$ cat src/rtl/stream_mux_nto1.sv
// N-to-1 stream mux with a one-entry registered output; fixed-select or round-robin grant.
// Latency 1 cycle; InReady is combinational in OutReady, so a full register refills while it drains.
module stream_mux_nto1 #(
    parameter int WIDTH = 32,
    parameter int N     = 4,
    parameter int SELW  = $clog2(N)
) (
    input  logic               Clk,
    input  logic               Reset,
    input  logic               Mode,
    input  logic [SELW-1:0]    Sel,
    input  logic [N*WIDTH-1:0] InData,
    input  logic [N-1:0]       InValid,
    output logic [N-1:0]       InReady,
    output logic [WIDTH-1:0]   OutData,
    output logic               OutValid,
    input  logic               OutReady,
    output logic [SELW-1:0]    OutChan
);

    typedef enum logic {
        S_EMPTY = 1'b0,
        S_FULL  = 1'b1
    } state_e;

    state_e            state_q, state_d;
    logic [WIDTH-1:0]  data_q, data_d;
    logic [SELW-1:0]   chan_q, chan_d;
    logic [SELW-1:0]   ptr_q, ptr_d;

    logic              fx_found;
    logic              rr_found;
    logic [SELW-1:0]   rr_idx;
    logic [SELW:0]     rr_cand;
    logic              gnt_any;
    logic [SELW-1:0]   gnt_idx;
    logic [N-1:0]      gnt_vec;
    logic [WIDTH-1:0]  gnt_data;
    logic              accept;
    logic              load;

    // Fixed mode: an out-of-range Sel matches no channel, so nothing is granted.
    always_comb begin
        fx_found = 1'b0;
        for (int i = 0; i < N; i++) begin
            if (Sel == SELW'(i) && InValid[i]) begin
                fx_found = 1'b1;
            end
        end
    end

    // Round-robin: scan ptr, ptr+1, ... modulo N and take the first valid channel.
    always_comb begin
        rr_found = 1'b0;
        rr_idx   = '0;
        rr_cand  = '0;
        for (int k = 0; k < N; k++) begin
            rr_cand = {1'b0, ptr_q} + (SELW+1)'(k);
            if (rr_cand >= (SELW+1)'(N)) begin
                rr_cand = rr_cand - (SELW+1)'(N);
            end
            for (int i = 0; i < N; i++) begin
                if (!rr_found && rr_cand == (SELW+1)'(i) && InValid[i]) begin
                    rr_found = 1'b1;
                    rr_idx   = SELW'(i);
                end
            end
        end
    end

    assign gnt_any = Mode ? rr_found : fx_found;
    assign gnt_idx = Mode ? rr_idx   : Sel;

    always_comb begin
        gnt_vec  = '0;
        gnt_data = '0;
        for (int i = 0; i < N; i++) begin
            if (gnt_any && gnt_idx == SELW'(i)) begin
                gnt_vec[i] = 1'b1;
                gnt_data   = InData[i*WIDTH +: WIDTH];
            end
        end
    end

    assign accept  = (state_q == S_EMPTY) || OutReady;
    assign load    = accept && gnt_any;
    assign InReady = gnt_vec & {N{accept}};

    always_comb begin
        state_d = state_q;
        data_d  = data_q;
        chan_d  = chan_q;
        ptr_d   = ptr_q;
        case (state_q)
            S_EMPTY: begin
                if (load) begin
                    state_d = S_FULL;
                end
            end
            S_FULL: begin
                if (OutReady && !load) begin
                    state_d = S_EMPTY;
                end
            end
            default: state_d = S_EMPTY;
        endcase
        if (load) begin
            data_d = gnt_data;
            chan_d = gnt_idx;
            if (Mode) begin
                ptr_d = (gnt_idx == SELW'(N-1)) ? '0 : gnt_idx + SELW'(1);
            end
        end
    end

    always_ff @(posedge Clk or negedge Reset) begin
        if (!Reset) begin
            state_q <= S_EMPTY;
            data_q  <= '0;
            chan_q  <= '0;
            ptr_q   <= '0;
        end else begin
            state_q <= state_d;
            data_q  <= data_d;
            chan_q  <= chan_d;
            ptr_q   <= ptr_d;
        end
    end

    assign OutValid = (state_q == S_FULL);
    assign OutData  = data_q;
    assign OutChan  = chan_q;

endmodule

$ cat config.mk
export PLATFORM = sky130hd
export DESIGN_NAME = stream_mux_nto1
export DESIGN_NICKNAME = d
export VERILOG_FILES = /design/src/rtl/stream_mux_nto1.sv
export SDC_FILE = /design/constraint.sdc
export NUM_CORES = 1
export LEC_CHECK = 0
export ABC_AREA = 1
export CORE_ASPECT_RATIO = 2
export CORE_MARGIN = 10
export CORE_UTILIZATION = 42
export CTS_BUF_LIST = sky130_fd_sc_hd__clkbuf_8
export CTS_CLUSTER_SIZE = 40
export DETAILED_ROUTE_END_ITERATION = 7
export PLACE_DENSITY = 0.83
export SYNTH_ARGS = -nofsm -noshare
export SYNTH_HDL_FRONTEND = slang
export SYNTH_SLANG_ARGS = --single-unit
$ cat constraint.sdc
create_clock -name Clk -period 4.14 [get_ports Clk]
set_clock_uncertainty 0.1 [all_clocks]
set_input_delay 0.414 -clock Clk [delete_from_list [all_inputs] [get_ports Clk]]
set_output_delay 0.414 -clock Clk [all_outputs]
set_load 0.02 [all_outputs]
# == Word-level counts from Yosys, hierarchy flattened ==
# Cells that the tools add are included.
# W data, S select, Z words.
# word_totals
reg_bits,37
input_bits,138
out_inout_bits,39
word_cells,154
# classes
addsub,8
magnitude_cmp,4
eq_ne,18
n_mux,53
n_bitwise,2
n_reduce_logical,65
# ops
cell,n
$mux W32,4
$logic_and A1 B1 Y1,41
$mux W2,16
$mux W1,28
$eq A3 B2 Y1 const B,8
$logic_not A1 Y1,16
$eq A3 B1 Y1 const B,4
$logic_not A3 Y1,4
$mux W3,4
$ge A3 B3 Y1 const B,3
$sub A3 B3 Y3 const B,3
$eq A2 B2 Y1 const B,4
$add A2 B2 Y3 const B,2
$and A4 B4 Y4,1
$eq A2 B1 Y1 const B,2
$logic_not A2 Y1,2
$add A2 B1 Y3 const B,1
$ge A2 B3 Y1 const B,1
$sub A2 B3 Y3 const B,1
$add A2 B1 Y2 const B,1
$pmux W1 S2,1
$reduce_and A2 Y1,1
$logic_or A1 B1 Y1,1
$not A1 Y1,1

# == Logic depth before layout (Yosys ltp) ==
# Gate-level depths: netlist of run 1.
# depth
word_depth,72
mapped_depth,25
depth_no_buf,23

# == Least setup slack after synthesis of run 1 ==
# No wires, ideal clock.
# synth_path
kind,register to output
from,register ptr_q[0]
to,output port InReady[1]
arrival_time_ps,2810
t_required_ps,3626
setup_slack_ps,816
path_stages_with_launch,19
n_path_buf,2
path_cell_list,dfrtp_1 nand2_1 inv_1 nand2_1 nand2_2 nor2_4 nand4_1 nor2_2 nand4_1 nor2_2 nand3_1 o21ai_0 o22ai_1 inv_1 ha_1 clkbuf_1 clkbuf_1 nand2_1 nor2_1
# synth_via
elab_chain_cells,70
# synth_lines
element,line,source
"start, declared",29,"logic [SELW-1:0] ptr_q, ptr_d;"
"start signal, assigned",126,ptr_q <= ptr_d;
$sub A2 B3 Y3 / $ge A2 B3 Y1 (equally long branches),"60, 59",
$mux W3,59,if (rr_cand >= (SELW+1)'(N)) begin
$logic_not A3 Y1,63,if (!rr_found && rr_cand == (SELW+1)'(i) && InValid[i]) begin
$logic_and A1 B1 Y1,63,
$mux W1,63,
$logic_not A1 Y1,63,
$logic_and A1 B1 Y1 (2 in series),63,
$mux W1,63,
(+53 left out),--,
$logic_and A1 B1 Y1 (2 in series),63,
$mux W2 *,63,
$mux W2 *,72,assign gnt_idx = Mode ? rr_idx : Sel;
via gnt_idx[0],36,logic [SELW-1:0] gnt_idx;
$eq A2 B1 Y1 *,78,if (gnt_any && gnt_idx == SELW'(i)) begin
$logic_and A1 B1 Y1 *,78,
$mux W1 *,78,
$and A4 B4 Y4 *,87,assign InReady = gnt_vec & {N{accept}};
"end, declared",14,"output logic [N-1:0] InReady,"
# The timed path passes the listed nets; every way through them passes the cells marked *.

# == Worst setup path after layout of run 1 ==
# layout_path
from,input port InValid[1]
to,output port InReady[1]
# layout_via
elab_chain_cells,63
# layout_lines
element,line,source
"start, declared",13,"input logic [N-1:0] InValid,"
$logic_and A1 B1 Y1,63,
$mux W1,63,
$logic_not A1 Y1,63,
$logic_and A1 B1 Y1 (2 in series),63,
$mux W1,63,
$logic_not A1 Y1,63,
$logic_and A1 B1 Y1 (2 in series),63,
$mux W1,63,
(+45 left out),--,
$logic_and A1 B1 Y1 (2 in series),63,
$mux W2 *,63,
$mux W2 *,72,
via gnt_idx[0],36,
$eq A2 B1 Y1 *,78,
$logic_and A1 B1 Y1 *,78,
$mux W1 *,78,
$and A4 B4 Y4 *,87,
# Marks and branches as above.

==> summary.md, run 1 <==
| Metric | Value |
|---|---|
| Status | finished clean |
| DR vias | about 4600 |
| Crit-path slowest cell | clkdlybuf4s50_1 |
| CP endpoint kind | output port |
| Chip width | ~85 um |
| Tmin final | between 3 and 4 ns |
| Core Region | roughly 0.0083 mm^2 |
| CTS sink cnt | 37 |
| H-tree Lvls | 2 |
| Vias in the first global route | 4553 |
| Layout overhead on the synthesized area | 51.1% |
| First-pass GRT wire length | 23500 um |
| DRC viols | 0 |
| Setup_tns | 0 ns |
| Placed inst area | about 0.0053 mm^2 |
| Global-route usage over all layers | 0.227 |
| Period Utilization, post-route | 0.941 |
| Relative slew slack | 0.330 |
| Dpl hpwl | between 10000 and 15000 um |
| Hold Violations, Final | 0 |
| Crit-path max cell delay | approximately 0.62 ns |
| Worst Tran Pin Value | approximately 1 ns |
| RSZ-0062 raised after global routing | no |
| Sw power | roughly 1.4 mW |
| Post-synth cell types | 28 |
| Final Max Slew Viols | 0 |
| Cell Rows | 47 |
| Final GP Congestion | 0.851 |
| Final WL | about 15000 um |
| I/O Buffers | roughly 180 |
| Antenna violations before repair | 0 |
| Part of the power in registers | 0.215 |
| Clk Tree Root Cell | clkbuf_8 |
| Clock-pin slew on the worst setup and hold paths | 0.08 ns |
| Buf+Inv Stages, Crit Path | 3 |
| Post-route cell area | about 0.0054 mm^2 |
| Synth Instances | 650 |
| Peak supply drop | about 0.00078 V |
| Combinational share of power | 0.689 |
| Hold crit path type | in2async |
| Power Internal | between 1 and 1.5 mW |
| Global route total overflow | 0 |
| Ratio of cells with drive above 1 in the final layout | 0.0475 |
| Yosys warnings | 0 |
| Power share of the clock group | 0.095 |
| Cts bufs inserted | 5 |
| # diodes | 0 |
| Drt pass-1 iters | 5 |
| Clock latency on the worst-skew pair | ~0.30 ns |
| Hold slack | 0.126 ns |
| Critical Path AT | approximately 3.4 ns |
| Vias/cell | 5.13 |
| Worst-path cell chain | clkdlybuf4s50_1 -> nand2_2 -> nand2_2 -> nor2_4 -> nand4_1 -> nor2_2 -> nand4_1 -> nor2_2 -> nand3_1 -> o21ai_1 -> o22ai_2 -> inv_1 -> ha_2 -> nand2_1 -> nor2_1 -> clkdlybuf4s50_1 |
| Max-Cap Viols | 0 |
| Pleak | about 3.0 nW |
| Worst setup SP type | input port |
| CP Max Fanout | 6 |
| Final WS setup | between 0.2 and 0.25 ns |
| Avg Inst Size Synth | roughly 5.5 um^2 |
| Power Dens Cells | a little over 500 mW/mm^2 |
| Layout Nets | 941 |
| Pre-CTS WS | ~0.18 ns |
| Highest Clock Rate | around 260 MHz |
| Final ANT Viol Nets | 0 |
| Final setup fails | 0 |
| Crit path max-delay family | buffers and inverters |
| Clock Path Buffers | 2 |
| Syn Nets | around 800 |
| Initial Utilization | 0.433 |
| I/O pins | between 150 and 200 |
| Die Span Y | ~150 um |
| Die area | 0.0129 mm^2 |
| Critical Path RT | between 3 and 4 ns |
| Avg WL per Cell | roughly 17 um |
| Iter 0 DRT Violations | 347 |
| Switching Fraction | 0.511 |
| Sequential fraction of the synthesis area | 0.258 |
| Yosys reg bits | 37 |
| Largest net degree at the start of global routing | just over 80 |
| CTS tree | yes |
| Synth Cell Area | around 0.0036 mm^2 |
| Setup CP Type | in2out |
[worst register-to-register path, stage by stage (launching register included)]
cell     delay, ns
dfrtp_1       0.43
nand2_1       0.10
inv_1         0.07
nand2_1       0.13
nand2_2       0.08
nor2_4        0.14
nand4_1       0.13
nor2_2        0.13
nand4_1       0.11
nor2_2        0.17
nand3_1       0.09
o21ai_1       0.24
o22ai_2       0.16
inv_1         0.12
ha_2          0.19
buf_4         0.52
nor2_1        0.13
nand3_1       0.11
nand2_1       0.09
nand2_1       0.07
nand2_1       0.07
nand2_1       0.07
nand2_1       0.06
[routing by layer]
metal | global-route usage | vias up | wire, um | part of all wire
met5 | 0 | - | 0 | 0
met4 | 0.101 | 0 | 622 | 0.041
met3 | 0.0465 | 44 | 958 | 0.063
met2 | 0.448 | 212 | 8680 | 0.57
met1 | 0.212 | 2083 | 5040 | 0.33
li1 | - | 2265 | - | -
[cell usage after synthesis (all sizes together)]
cell	instances	area [um^2]
o2111ai	1	8.76
clkbuf	13	48.8
ha	4	50.1
inv	97	364
o311ai	1	8.76
o211ai	1	7.51
nand2	256	986
a21oi	34	170
nor2	47	189
nor3	3	15.0
a31oi	1	6.26
clkinv	13	48.8
o21ai	8	51.3
buf	30	181
nand4	4	25.0
dfrtp	37	926
o22ai	2	12.5
nand3	98	490
[final cells by class]
class,count,area (um^2)
fill,756,2870
multi-input combinational,460,2050
timing repair buffer,185,1830
sequential,37,926
inverter,110,413
tap,98,123
clock buffer,5,68.8
clock inverter,3,17.5
[path summary, 6_finish.rpt]
kind,start,cells past startpoint,end,slack [ns]
min in group Clk,OutData[28]$_DFFE_PN0P_,2,OutData[28]$_DFFE_PN0P_,0.38
max in group asynchronous,Reset,1,OutData[0]$_DFFE_PN0P_,3.26
worst min-delay path,Reset,1,OutData[17]$_DFFE_PN0P_,0.13
worst max-delay path,InValid[1],16,InReady[1],0.25
worst max register to register,ptr_q[1]$_DFFE_PN0P_,22,OutData[7]$_DFFE_PN0P_,0.54
worst min register to register,OutData[28]$_DFFE_PN0P_,2,OutData[28]$_DFFE_PN0P_,0.38
[power by group through the flow]
stage          Sequential (mW)  Clock (mW)  Combinational (mW)
2_1_floorplan            0.737           0                1.04
3_3_place_gp             0.592           0                1.83
3_5_place_dp             0.594           0                1.88
4_1_cts                  0.592       0.267                1.89
5_1_grt                  0.610       0.278                2.10
6_report                 0.594       0.263                1.90
[timing repair]
item                                    4_1_cts  5_1_grt
buffers inserted                              0        0
endpoints found under the hold margin         0        0
resized for setup                             0        6
hold buffers                                  0        0
endpoints found under the setup margin        0        4
[cell families (layout without fill, tap and decap cells)]
logic type / count (synthesis) / in the layout / synth area share
DFF: 37 / 37 / 0.258
AOI/OAI and AO/OA: 48 / 48 / 0.0739
adders and majority gates: 4 / 4 / 0.0139
buffers and inverters: 153 / 303 / 0.179
and+or+nand+nor: 408 / 408 / 0.475
[through the flow]
stage                      util  cells  total power [mW]
final                     0.654    898              2.76
after global routing      0.654    898              2.99
after CTS                 0.652    898              2.75
after detailed placement  0.641    890              2.48
after global placement    0.641    890              2.42
after floorplan               -    650              1.78
[registers in the layout (all words and copies together), names as in the netlist]
signal    cells
OutValid      1
OutData      32
ptr_q         2
OutChan       2
[placed cells by master, fill, tap and decap left out, drive strengths merged]
master           n
clkinvlp         1
ha               4
o2111ai          1
dlymetal6s2s     2
nand4            4
buf             10
a21oi           34
a31oi            1
o22ai            2
nand2          256
clkbuf           5
nor3             3
nand3           98
o211ai           1
inv             97
o311ai           1
o21ai            8
nor2            47
clkdlybuf4s50  173
dfrtp           37
clkinv          15
Power figures use the tool's default switching activity.
==> run 2: changes to the inputs <==
--- a/config.mk
+++ b/config.mk
@@ -6,12 +6,13 @@
 export NUM_CORES = 1
 export LEC_CHECK = 0
 export ABC_AREA = 1
+export CAP_MARGIN = 25
 export CORE_ASPECT_RATIO = 2
 export CORE_MARGIN = 10
 export CORE_UTILIZATION = 42
 export CTS_BUF_LIST = sky130_fd_sc_hd__clkbuf_8
-export CTS_CLUSTER_SIZE = 40
 export DETAILED_ROUTE_END_ITERATION = 7
+export MAX_ROUTING_LAYER = met4
 export PLACE_DENSITY = 0.83
 export SYNTH_ARGS = -nofsm -noshare
 export SYNTH_HDL_FRONTEND = slang
==> run 2 against run 1 <==
Effect of this change: worst hold slack better by 0.0027 ns; final cell count unchanged; clock power about the same; non-clock buffer count unchanged; maximum frequency down 0.32%; critical path depth unchanged; sequential cell count unchanged; register-to-register slack about the same; largest power group unchanged; highest routed layer unchanged.
==> summary.md, run 2 (synthesized netlist as in run 1, its figures left out) <==
| Metric | Value |
|---|---|
| CTS tree | yes |
| Final GP Congestion | 0.861 |
| Final setup fails | 0 |
| Power Internal | about 1.3 mW |
| Status | finished clean |
| Layout overhead on the synthesized area | 51.1% |
| CP startpoint | InValid[1] |
| Setup_tns | 0 ns |
| Number of buffers inserted by hold repair at cts | 0 |
| Worst Tran Pin Value | 1.02 ns |
| Clock latency on the worst-skew pair | approximately 0.30 ns |
| Crit path max-delay family | buffers and inverters |
| Largest net degree at the start of global routing | slightly above 80 |
| Vias in the first global route | around 4600 |
| Die Span Y | ~150 um |
| H-tree Lvls | 2 |
| Hold slack | between 0.1 and 0.15 ns |
| Hold crit path type | in2async |
| Dpl hpwl | about 12000 um |
| Iter 0 DRT Violations | about 270 |
| R2R Path Start | ptr_q[1]$_DFFE_PN0P_ |
| I/O Buffers | about 180 |
| Part of the power in registers | 0.215 |
| Clk Tree Root Cell | clkbuf_8 |
| DRC viols | 0 |
| Fillcell total | about 760 |
| Post-CTS Setup Bufs | 0 |
| Initial Utilization | 0.433 |
| Vias/cell | 5.15 |
| Cell Rows | 47 |
| Critical Path RT | between 3 and 4 ns |
| Power Dens Cells | 509 mW/mm^2 |
| First-pass GRT wire length | around 24000 um |
| Pre-CTS WS | roughly 0.18 ns |
| Sw power | 1.41 mW |
| Antenna violations before repair | 0 |
| Final WL | 15400 um |
| Cts bufs inserted | 5 |
| Period Utilization, post-route | 0.944 |
| Relative slew slack | 0.317 |
| Buf+Inv Stages, Crit Path | 3 |
| Max-Cap Viols | 0 |
| Worst-path cell chain | clkdlybuf4s50_1 -> nand2_2 -> nand2_2 -> nor2_4 -> nand4_1 -> nor2_2 -> nand4_1 -> nor2_2 -> nand3_1 -> o21ai_1 -> o22ai_2 -> inv_1 -> ha_2 -> nand2_1 -> nor2_1 -> clkdlybuf4s50_1 |
| Chip width | about 85 um |
| Pleak | slightly above 3 nW |
| DR vias | ~4600 |
| RSZ-0062 raised after global routing | no |
| Setup CP Type | in2out |
| Crit-path slowest cell | clkdlybuf4s50_1 |
| Global route total overflow | 0 |
| Power share of the clock group | 0.095 |
| Core Region | 0.00829 mm^2 |
| # diodes | 0 |
| Drt pass-1 iters | 7 |
| Hold Violations, Final | 0 |
| Final Max Slew Viols | 0 |
| Die area | approximately 0.013 mm^2 |
| Tmin final | 3.91 ns |
| Highest Clock Rate | 256 MHz |
| Critical Path AT | between 3 and 4 ns |
| Commonest non-fill, non-tap cell in the layout | nand2_1 |
| Layout Nets | 941 |
| Avg WL per Cell | 17.1 um |
| Final WS setup | between 0.2 and 0.25 ns |
| Clock Path Buffers | 2 |
| I/O pins | approximately 180 |
| Global-route usage over all layers | 0.233 |
| Commonest non-fill, non-tap cells in the layout | nand2_1, clkdlybuf4s50_1, nand3_1 |
| Peak supply drop | around 0.00077 V |
| Largest register FFs | 32 |
| R2R Setup Slk | ~0.55 ns |
| CTS sink cnt | 37 |
| Clock-pin slew on the worst setup and hold paths | around 0.080 ns |
| Worst setup SP type | input port |
| Switching Fraction | 0.512 |
| Crit-path max cell delay | 0.62 ns |
| Ratio of cells with drive above 1 in the final layout | 0.0475 |
| Combinational share of power | 0.690 |
| CP Max Fanout | 6 |
| Final ANT Viol Nets | 0 |
| CP endpoint kind | output port |
run 2: cell counts in the layout (fill, tap and decap cells not counted):
Identical to the previous run, type by type.
run 2: layout make-up:
class                   instances  area, um^2  area share
multi-input cells             460        2050       0.378
repair buffers                185        1830       0.337
well taps                      98         123      0.0226
clock inverters                 3        17.5     0.00323
inverters                     110         413      0.0761
clock buffers                   5        68.8      0.0127
flip-flops and latches         37         926       0.171
run 2: metal layers:
| layer | track usage | up-vias | share of wire |
|---|---|---|---|
| met5 | - | - | 0 |
| met4 | 0.103 | 0 | 0.042 |
| met3 | 0.0335 | 49 | 0.053 |
| met2 | 0.448 | 208 | 0.57 |
| li1 | - | 2266 | - |
| met1 | 0.219 | 2103 | 0.34 |
run 2: path summary, 6_finish.rpt:
| path | end | depth (start not counted) |
|---|---|---|
| max | InReady[1] | 16 |
| min | OutData[17]$_DFFE_PN0P_ | 1 |
| max reg2reg | OutData[7]$_DFFE_PN0P_ | 22 |
| min reg2reg | OutData[28]$_DFFE_PN0P_ | 2 |
| max in group asynchronous | OutData[0]$_DFFE_PN0P_ | 1 |
| min in group Clk | OutData[28]$_DFFE_PN0P_ | 2 |
run 2: power groups by stage:
stage	logic [mW]	clock network [mW]	registers, mW
after CTS	1.89	0.267	0.592
final	1.90	0.263	0.593
after global routing	2.10	0.278	0.610
after global placement	1.83	0	0.592
after floorplan	1.04	0	0.737
after detailed placement	1.88	0	0.594
run 2: repair_timing:
| item | CTS | global route |
|---|---|---|
| hold endpoints to repair | 0 | 0 |
| resized for setup | 0 | 6 |
| endpoints found under the setup margin | 0 | 4 |
run 2: stage by stage:
step	util	cell area [um^2]	power [mW]	cells
after global placement	0.641	5320	2.42	890
after global routing	0.654	5430	2.99	898
after detailed placement	0.641	5320	2.48	890
after CTS	0.652	5400	2.75	898
after floorplan	-	3590	1.78	650
final	0.654	5430	2.76	898
